`config.mk`:
```
export PLATFORM = sky130hd
export DESIGN_NAME = cp0_regfile
export DESIGN_NICKNAME = d
export VERILOG_FILES = /design/src/rtl/cp0_pkg.sv /design/src/rtl/cp0_timer.sv /design/src/rtl/cp0_regfile.sv
export SDC_FILE = /design/constraint.sdc
export NUM_CORES = 1
export LEC_CHECK = 0
export CORE_AREA = 2 2 135 137
export DETAILED_ROUTE_END_ITERATION = 16
export DIE_AREA = 0 0 137 139
export DONT_BUFFER_PORTS = 1
export REMOVE_ABC_BUFFERS = 1
export SLEW_MARGIN = 30
export SYNTH_ARGS = -nofsm -noshare
export SYNTH_HDL_FRONTEND = slang
export SYNTH_SLANG_ARGS = --single-unit
```
`constraint.sdc`:
```
create_clock -name clk -period 4.6 [get_ports clk]
set_clock_uncertainty 0.1 [all_clocks]
set_input_delay 0.92 -clock clk [delete_from_list [all_inputs] [get_ports clk]]
set_output_delay 0.92 -clock clk [all_outputs]
set_load 0.1 [all_outputs]
```
`src/rtl/cp0_pkg.sv`:
```
// Shared definitions for the CP0 register file: register numbers, exception
// codes, writable-bit masks and the EPC selection helper.
package cp0_pkg;

  // CP0 register numbers
  localparam logic [4:0] CP0_REG_COUNT   = 5'd9;
  localparam logic [4:0] CP0_REG_COMPARE = 5'd11;
  localparam logic [4:0] CP0_REG_STATUS  = 5'd12;
  localparam logic [4:0] CP0_REG_CAUSE   = 5'd13;
  localparam logic [4:0] CP0_REG_EPC     = 5'd14;
  localparam logic [4:0] CP0_REG_PRID    = 5'd15;

  // ExcCode values carried in Cause[6:2]
  typedef enum logic [4:0] {
    EXC_INT  = 5'd0,
    EXC_ADEL = 5'd4,
    EXC_ADES = 5'd5,
    EXC_SYS  = 5'd8,
    EXC_BP   = 5'd9,
    EXC_RI   = 5'd10,
    EXC_OV   = 5'd12
  } exc_code_e;

  // Software-writable bits: Status IM[15:8], EXL, IE; Cause IP[9:8]
  localparam logic [31:0] STATUS_WMASK = 32'h0000_FF03;
  localparam logic [31:0] CAUSE_WMASK  = 32'h0000_0300;

  localparam int STATUS_EXL_BIT = 1;

  // A faulting instruction in a delay slot restarts at its branch.
  function automatic logic [31:0] epc_of(input logic [31:0] pc, input logic in_delay);
    return in_delay ? (pc - 32'd4) : pc;
  endfunction

endpackage

```
`src/rtl/cp0_timer.sv`:
```
// Count/Compare timer: free-running Count, Compare, the armed flag and the
// sticky timer interrupt. Only instantiated when CP0_TIMER_EN is defined.
module cp0_timer
  import cp0_pkg::*;
(
  input  logic        clk,
  input  logic        rst,
  input  logic        count_we_i,
  input  logic        compare_we_i,
  input  logic [31:0] wdata_i,
  output logic [31:0] count_o,
  output logic [31:0] compare_o,
  output logic        timer_int_o
);

  logic [31:0] count_q, count_d;
  logic [31:0] compare_q, compare_d;
  logic        armed_q, armed_d;
  logic        tint_q, tint_d;

  // Next-state: Count loads or increments; a Compare write re-arms and clears
  // the interrupt, which otherwise latches on an armed match.
  always_comb begin
    count_d   = count_we_i ? wdata_i : (count_q + 32'd1);
    compare_d = compare_q;
    armed_d   = armed_q;
    tint_d    = tint_q;
    if (compare_we_i) begin
      compare_d = wdata_i;
      armed_d   = 1'b1;
      tint_d    = 1'b0;
    end else if (armed_q && (count_q == compare_q)) begin
      tint_d    = 1'b1;
    end
  end

  // Timer state registers
  always_ff @(posedge clk or posedge rst) begin
    if (rst) begin
      count_q   <= '0;
      compare_q <= '0;
      armed_q   <= 1'b0;
      tint_q    <= 1'b0;
    end else begin
      count_q   <= count_d;
      compare_q <= compare_d;
      armed_q   <= armed_d;
      tint_q    <= tint_d;
    end
  end

  assign count_o     = count_q;
  assign compare_o   = compare_q;
  assign timer_int_o = tint_q;

endmodule

```
`src/rtl/cp0_regfile.sv`:
```
// CP0 register file at write-back: commits MEM/WB CP0 writes, records
// exception entry and ERET, serves MFC0 reads from registered state only.
// Optional feature macro: CP0_TIMER_EN (Count/Compare timer present).
module cp0_regfile
  import cp0_pkg::*;
#(
  parameter logic [31:0] RESET_STATUS = 32'h1000_0000,
  parameter logic [31:0] PRID_VALUE   = 32'h0001_8000
) (
  input  logic        clk,
  input  logic        rst,
  input  logic        we_i,
  input  logic [4:0]  waddr_i,
  input  logic [31:0] wdata_i,
  input  logic [4:0]  raddr_i,
  output logic [31:0] rdata_o,
  input  logic [5:0]  int_i,
  input  logic        exc_valid_i,
  input  logic [4:0]  exc_code_i,
  input  logic [31:0] exc_pc_i,
  input  logic        exc_in_delay_i,
  input  logic        eret_i,
  output logic [31:0] status_o,
  output logic [31:0] cause_o,
  output logic [31:0] epc_o,
  output logic [31:0] count_o,
  output logic [31:0] compare_o,
  output logic        timer_int_o
);

  // Exceptions and ERET take the whole cycle; a coincident write is dropped.
  logic sw_we;
  assign sw_we = we_i & ~exc_valid_i & ~eret_i;

  logic [31:0] count_val;
  logic [31:0] compare_val;
  logic        timer_int;

`ifdef CP0_TIMER_EN
  cp0_timer u_timer (
    .clk          (clk),
    .rst          (rst),
    .count_we_i   (sw_we && (waddr_i == CP0_REG_COUNT)),
    .compare_we_i (sw_we && (waddr_i == CP0_REG_COMPARE)),
    .wdata_i      (wdata_i),
    .count_o      (count_val),
    .compare_o    (compare_val),
    .timer_int_o  (timer_int)
  );
`else
  assign count_val   = '0;
  assign compare_val = '0;
  assign timer_int   = 1'b0;
`endif

  logic [31:0] status_q, status_d;
  logic [31:0] epc_q, epc_d;
  logic        bd_q, bd_d;
  logic [5:0]  ip_hw_q, ip_hw_d;
  logic [1:0]  ip_sw_q, ip_sw_d;
  logic [4:0]  exc_code_q, exc_code_d;

  // Next-state for Status/Cause/EPC with priority exception > ERET > write.
  always_comb begin
    status_d   = status_q;
    epc_d      = epc_q;
    bd_d       = bd_q;
    ip_sw_d    = ip_sw_q;
    exc_code_d = exc_code_q;
    ip_hw_d    = {int_i[5] | timer_int, int_i[4:0]};
    if (exc_valid_i) begin
      exc_code_d = exc_code_i;
      if (!status_q[STATUS_EXL_BIT]) begin
        epc_d = epc_of(exc_pc_i, exc_in_delay_i);
        bd_d  = exc_in_delay_i;
      end
      status_d[STATUS_EXL_BIT] = 1'b1;
    end else if (eret_i) begin
      status_d[STATUS_EXL_BIT] = 1'b0;
    end else if (sw_we) begin
      case (waddr_i)
        CP0_REG_STATUS: status_d = (wdata_i & STATUS_WMASK) | (RESET_STATUS & ~STATUS_WMASK);
        CP0_REG_CAUSE:  ip_sw_d  = wdata_i[9:8];
        CP0_REG_EPC:    epc_d    = wdata_i;
        default: ;
      endcase
    end
  end

  // Architectural CP0 state registers
  always_ff @(posedge clk or posedge rst) begin
    if (rst) begin
      status_q   <= RESET_STATUS;
      epc_q      <= '0;
      bd_q       <= 1'b0;
      ip_hw_q    <= '0;
      ip_sw_q    <= '0;
      exc_code_q <= '0;
    end else begin
      status_q   <= status_d;
      epc_q      <= epc_d;
      bd_q       <= bd_d;
      ip_hw_q    <= ip_hw_d;
      ip_sw_q    <= ip_sw_d;
      exc_code_q <= exc_code_d;
    end
  end

  assign status_o    = status_q;
  assign cause_o     = {bd_q, 15'b0, ip_hw_q, ip_sw_q, 1'b0, exc_code_q, 2'b00};
  assign epc_o       = epc_q;
  assign count_o     = count_val;
  assign compare_o   = compare_val;
  assign timer_int_o = timer_int;

  // MFC0 read mux over registered state; unimplemented numbers read 0.
  always_comb begin
    rdata_o = '0;
    case (raddr_i)
      CP0_REG_COUNT:   rdata_o = count_val;
      CP0_REG_COMPARE: rdata_o = compare_val;
      CP0_REG_STATUS:  rdata_o = status_q;
      CP0_REG_CAUSE:   rdata_o = cause_o;
      CP0_REG_EPC:     rdata_o = epc_q;
      CP0_REG_PRID:    rdata_o = PRID_VALUE;
      default:         rdata_o = '0;
    endcase
  end

endmodule

```
* Yosys cells after proc, flatten, opt, wreduce, memory -nomap -nowiden
Index checks and enable logic that the tools add are counted.
** Word-level totals
- Register bits :: 56
- Bits of input ports :: 91
- Word-level logic and storage cells :: 42
** Cells by class
- Add/sub/neg operators :: 1
- Equality and inequality tests :: 9
- Muxes and demuxes :: 11
- Bitwise operators :: 5
- Reduce and logical (&&, ||, !) cells :: 9
** Operators with widths (number)
- $mux 32 :: 6
- $pmux 32 s4 :: 1
- $eq 5x4->1 const B :: 7
- $sub 32x3->32 const B :: 1
- $reduce_and 4->1 :: 3
- $reduce_bool 3->1 :: 2
- $mux 2 :: 2
- $ne 2x2->1 const B :: 2
- $reduce_and 2->1 :: 2
- $reduce_bool 2->1 :: 2
- $not 1->1 :: 3
- $and 1x1->1 :: 2
- $mux 1 :: 2

* Logic depth before layout (Yosys ltp)
- Depth after elaboration :: 6
- Depth in mapped cells :: 8
- Mapped depth without buffers :: 7

* Worst setup path before layout
Ideal clock, no wire load.
- Path type :: input -> output
- Start point :: in raddr_i[3]
- End point :: out rdata_o[12]
- Arrival :: 3.852 ns
- Data required time :: 3.580 ns
- Setup slack :: -0.272 ns
- Stages :: 5
- Path through :: nand2_1 > nor3_1 > clkbuf_1 > a22oi_1 > o21ai_0
** Between the ends
- Longest elaborated chain between the ends :: 2
- Elaborated cells between the ends (all ways) :: 5
** Ends and longest elaborated chain
- start: declaration :: line cp0_regfile.sv:15 : input logic [4:0] raddr_i,
- $eq 5x4->1 :: line cp0_regfile.sv:119 : case (raddr_i)
- $pmux 32 s4 (*) :: line cp0_regfile.sv:119
- end: declaration :: line cp0_regfile.sv:16 : output logic [31:0] rdata_o,
Mark *: on every way between the ends. The rest lies on a longest branch, timed or not.

* Final worst setup path
- Start point :: in raddr_i[3]
- End point :: out rdata_o[21]
Same word-level chain as after synthesis.

==> summary.txt <==
outcome: completed
DRT iter0 DRCs: 70
largest net degree at the start of global routing: 53
number of global-route vias before repair: 3041
HPWL reported at the end of detailed placement: 10400 um
final hold viol count: 0
Post-CTS Resized: 0
initial antenna violation count: 0
Die H: 139 um
Avg Inst Size Synth: 8.82 um^2
Fillers: 1910
Post-synth top flop: dfrtp_1
Synth area leader: dfrtp_1
antenna cell count: 0
post-place setup slack: 1.09 ns
synth unique cells: 49
DRC: 0
VDD IR max: 0.000153 V
top area cells in the synthesized netlist: dfrtp_1, buf_4, mux2_2, o21ai_0, xnor2_1
gr usage total: 13.6%
worst hold slack: 0.538 ns
drt pass-1 iters: 4
most frequent cells in the layout: conb_1, dfrtp_1, nand2_1
FFs w/ async S/R, synth: 100%
Site Rows: 49
Chip Width: 137 um
area delta synth->final: 12.6%
max_cap viols: 0
DRT antenna net count: 0
grt ovf: 0
CP delay by family, top: simple AND/OR/NAND/NOR gates
post-CTS setup buffers: 0
CTS tree: yes
Syn Inst Count: 471
Critical Path AT: 2.24 ns
WP data required: 3.58 ns
crit start category: input port
Synth Cell Area: 4160 um^2
clk sinks: 56
Post-synth EDFFs: 0
Rel. slew slack: 35.1%
nets: 586
PwrDens: 458 nW/um^2
core area: 17700 um^2
Worst path slowest cell: buf_4
CTS Hold Bufs: 0
cell mode on critical path: buf_4
share of cells above drive strength 1: 18.2%
Final Wtd Congestion: 0.718
DR vias: 3183
clock tree buffer depth: 2
Worst Slack Setup Final: 1.34 ns
Final setup viols: 0
H-tree Lvls: 2
first-pass GRT wire length: 19100 um
Ys Warns: 0
Min-Delay Path Class: input port to register
Buf/Inv on CP: 3
share of the synthesized area in the top cell type: 33.7%
CP Class: input port to output port
root buf cell: clkbuf_16
worst stage delay on the critical path: 0.23 ns
CTS Buf Count: 5
post-synthesis sequential area ratio: 33.7%
Starting Density: 23.5%
Max Fclk: 306 MHz
Post-Route WL: 13300 um
commonest non-fill, non-tap cell in the layout: conb_1
setup_tns: 0 ns
RSZ-0062 raised after global routing: false
Final period util: 71.0%
worst slew pin tran: 0.973 ns
mean routed wirelength per cell: 18.4 um
pins over their slew limit: 0
CP Capture Type: output port
Worst-path clk slew: 0.08 ns
vias per cell: 4.40
leakage: 2.03 nW
Tmin final: 3.26 ns
CP Cell Sequence: nand2_1 -> nor3b_2 -> buf_4 -> and2_0 -> buf_4 -> and2_1 -> buf_12
Seq cells post-synth: 56
Port Buf Inserts: 0
io pins: 284
latest clock arrival within the worst-skew pair: 0.30 ns
CP max FO: 15
Die Area: 19000 um^2
through the flow:
| step | utilization (%) | total power [mW] | std cells | instance area, um^2 |
|---|---|---|---|---|
| after floorplan | - | 1.66 | 444 | 3650 |
| after global placement | 25.6 | 1.75 | 716 | 4520 |
| after detailed placement | 25.6 | 1.75 | 716 | 4520 |
| after CTS | 26.4 | 2.17 | 724 | 4670 |
| after global routing | 26.5 | 2.22 | 724 | 4680 |
| final | 26.5 | 2.15 | 724 | 4680 |
report_power, final:
group / total (mW) / switching, mW / internal, mW
clock network: 0.407 / 0.191 / 0.216
registers: 1.11 / 0.563 / 0.549
logic: 0.626 / 0.533 / 0.0934
total: 2.15 / 1.29 / 0.858
final timing paths:
check	startpoint	slack (ns)	depth (start not counted)	endpoint
setup reg to reg	status_o[1]	2.14	8	epc_o[12]
hold reg to reg	epc_o[31]	0.71	3	epc_o[31]
max in group asynchronous	rst	3.03	2	epc_o[12]
min in group asynchronous	rst	0.56	1	exc_code_q[0]
hold / removal	int_i[5]	0.54	0	ip_hw_q[5]
setup / recovery	raddr_i[3]	1.34	7	rdata_o[21]
layer usage:
metal	part of all wire, %	global-route usage, %
met5	0	0
met4	1.3	2.93
met3	9.4	5.12
met2	50	23.2
met1	39	16.1
worst register-to-register path, cell delays in order (launching register included):
cell and delay [ns]:
dfrtp_1 0.33, buf_4 0.32, nor2b_1 0.17, buf_4 0.21, a31oi_4 0.48, buf_4 0.39, nor3b_1 0.10, a21oi_1 0.12
o21ai_0 0.10
sequential cells by signal, indices dropped and copies added (netlist names):
name	flops
ip_sw_q	2
status_o	10
epc_o	32
exc_code_q	5
bd_q	1
ip_hw_q	6
cell type report:
type	count	area, um^2	area share (%)
clock buffer	6	139	2.97
timing repair buffer	43	510	10.9
inverter	4	15.0	0.321
sequential	56	1400	29.9
clock inverter	2	10.0	0.214
tap	229	287	6.12
multi-input combinational	384	2320	49.5
cell families (layout without fill, tap and decap cells):
family                   Yosys count  count (layout)  synth area share, %
other                              2             105                0.181
flip-flops                        56              56                 33.7
adder cells (fa/ha/maj)            1               1                0.301
XOR/XNOR                          23              23                 4.85
AND/OR/NAND/NOR                  134             134                 18.0
AO/OA/AOI/OAI                     91              91                 13.4
multiplexers                      30              30                 7.80
buffers and inverters            134              55                 21.7
synthesized netlist by cell type (7+ instances only):
cell,count
a22oi_1,8
or3_1,7
and3_1,7
nor3_1,12
dfrtp_1,56
clkbuf_1,22
mux2_2,19
nand2_1,40
nor3b_1,10
buf_4,106
and2_1,10
a21oi_1,17
mux2i_1,11
o21ai_0,40
xnor2_1,18
nor2_1,15
(Power assumes the default switching activity.)
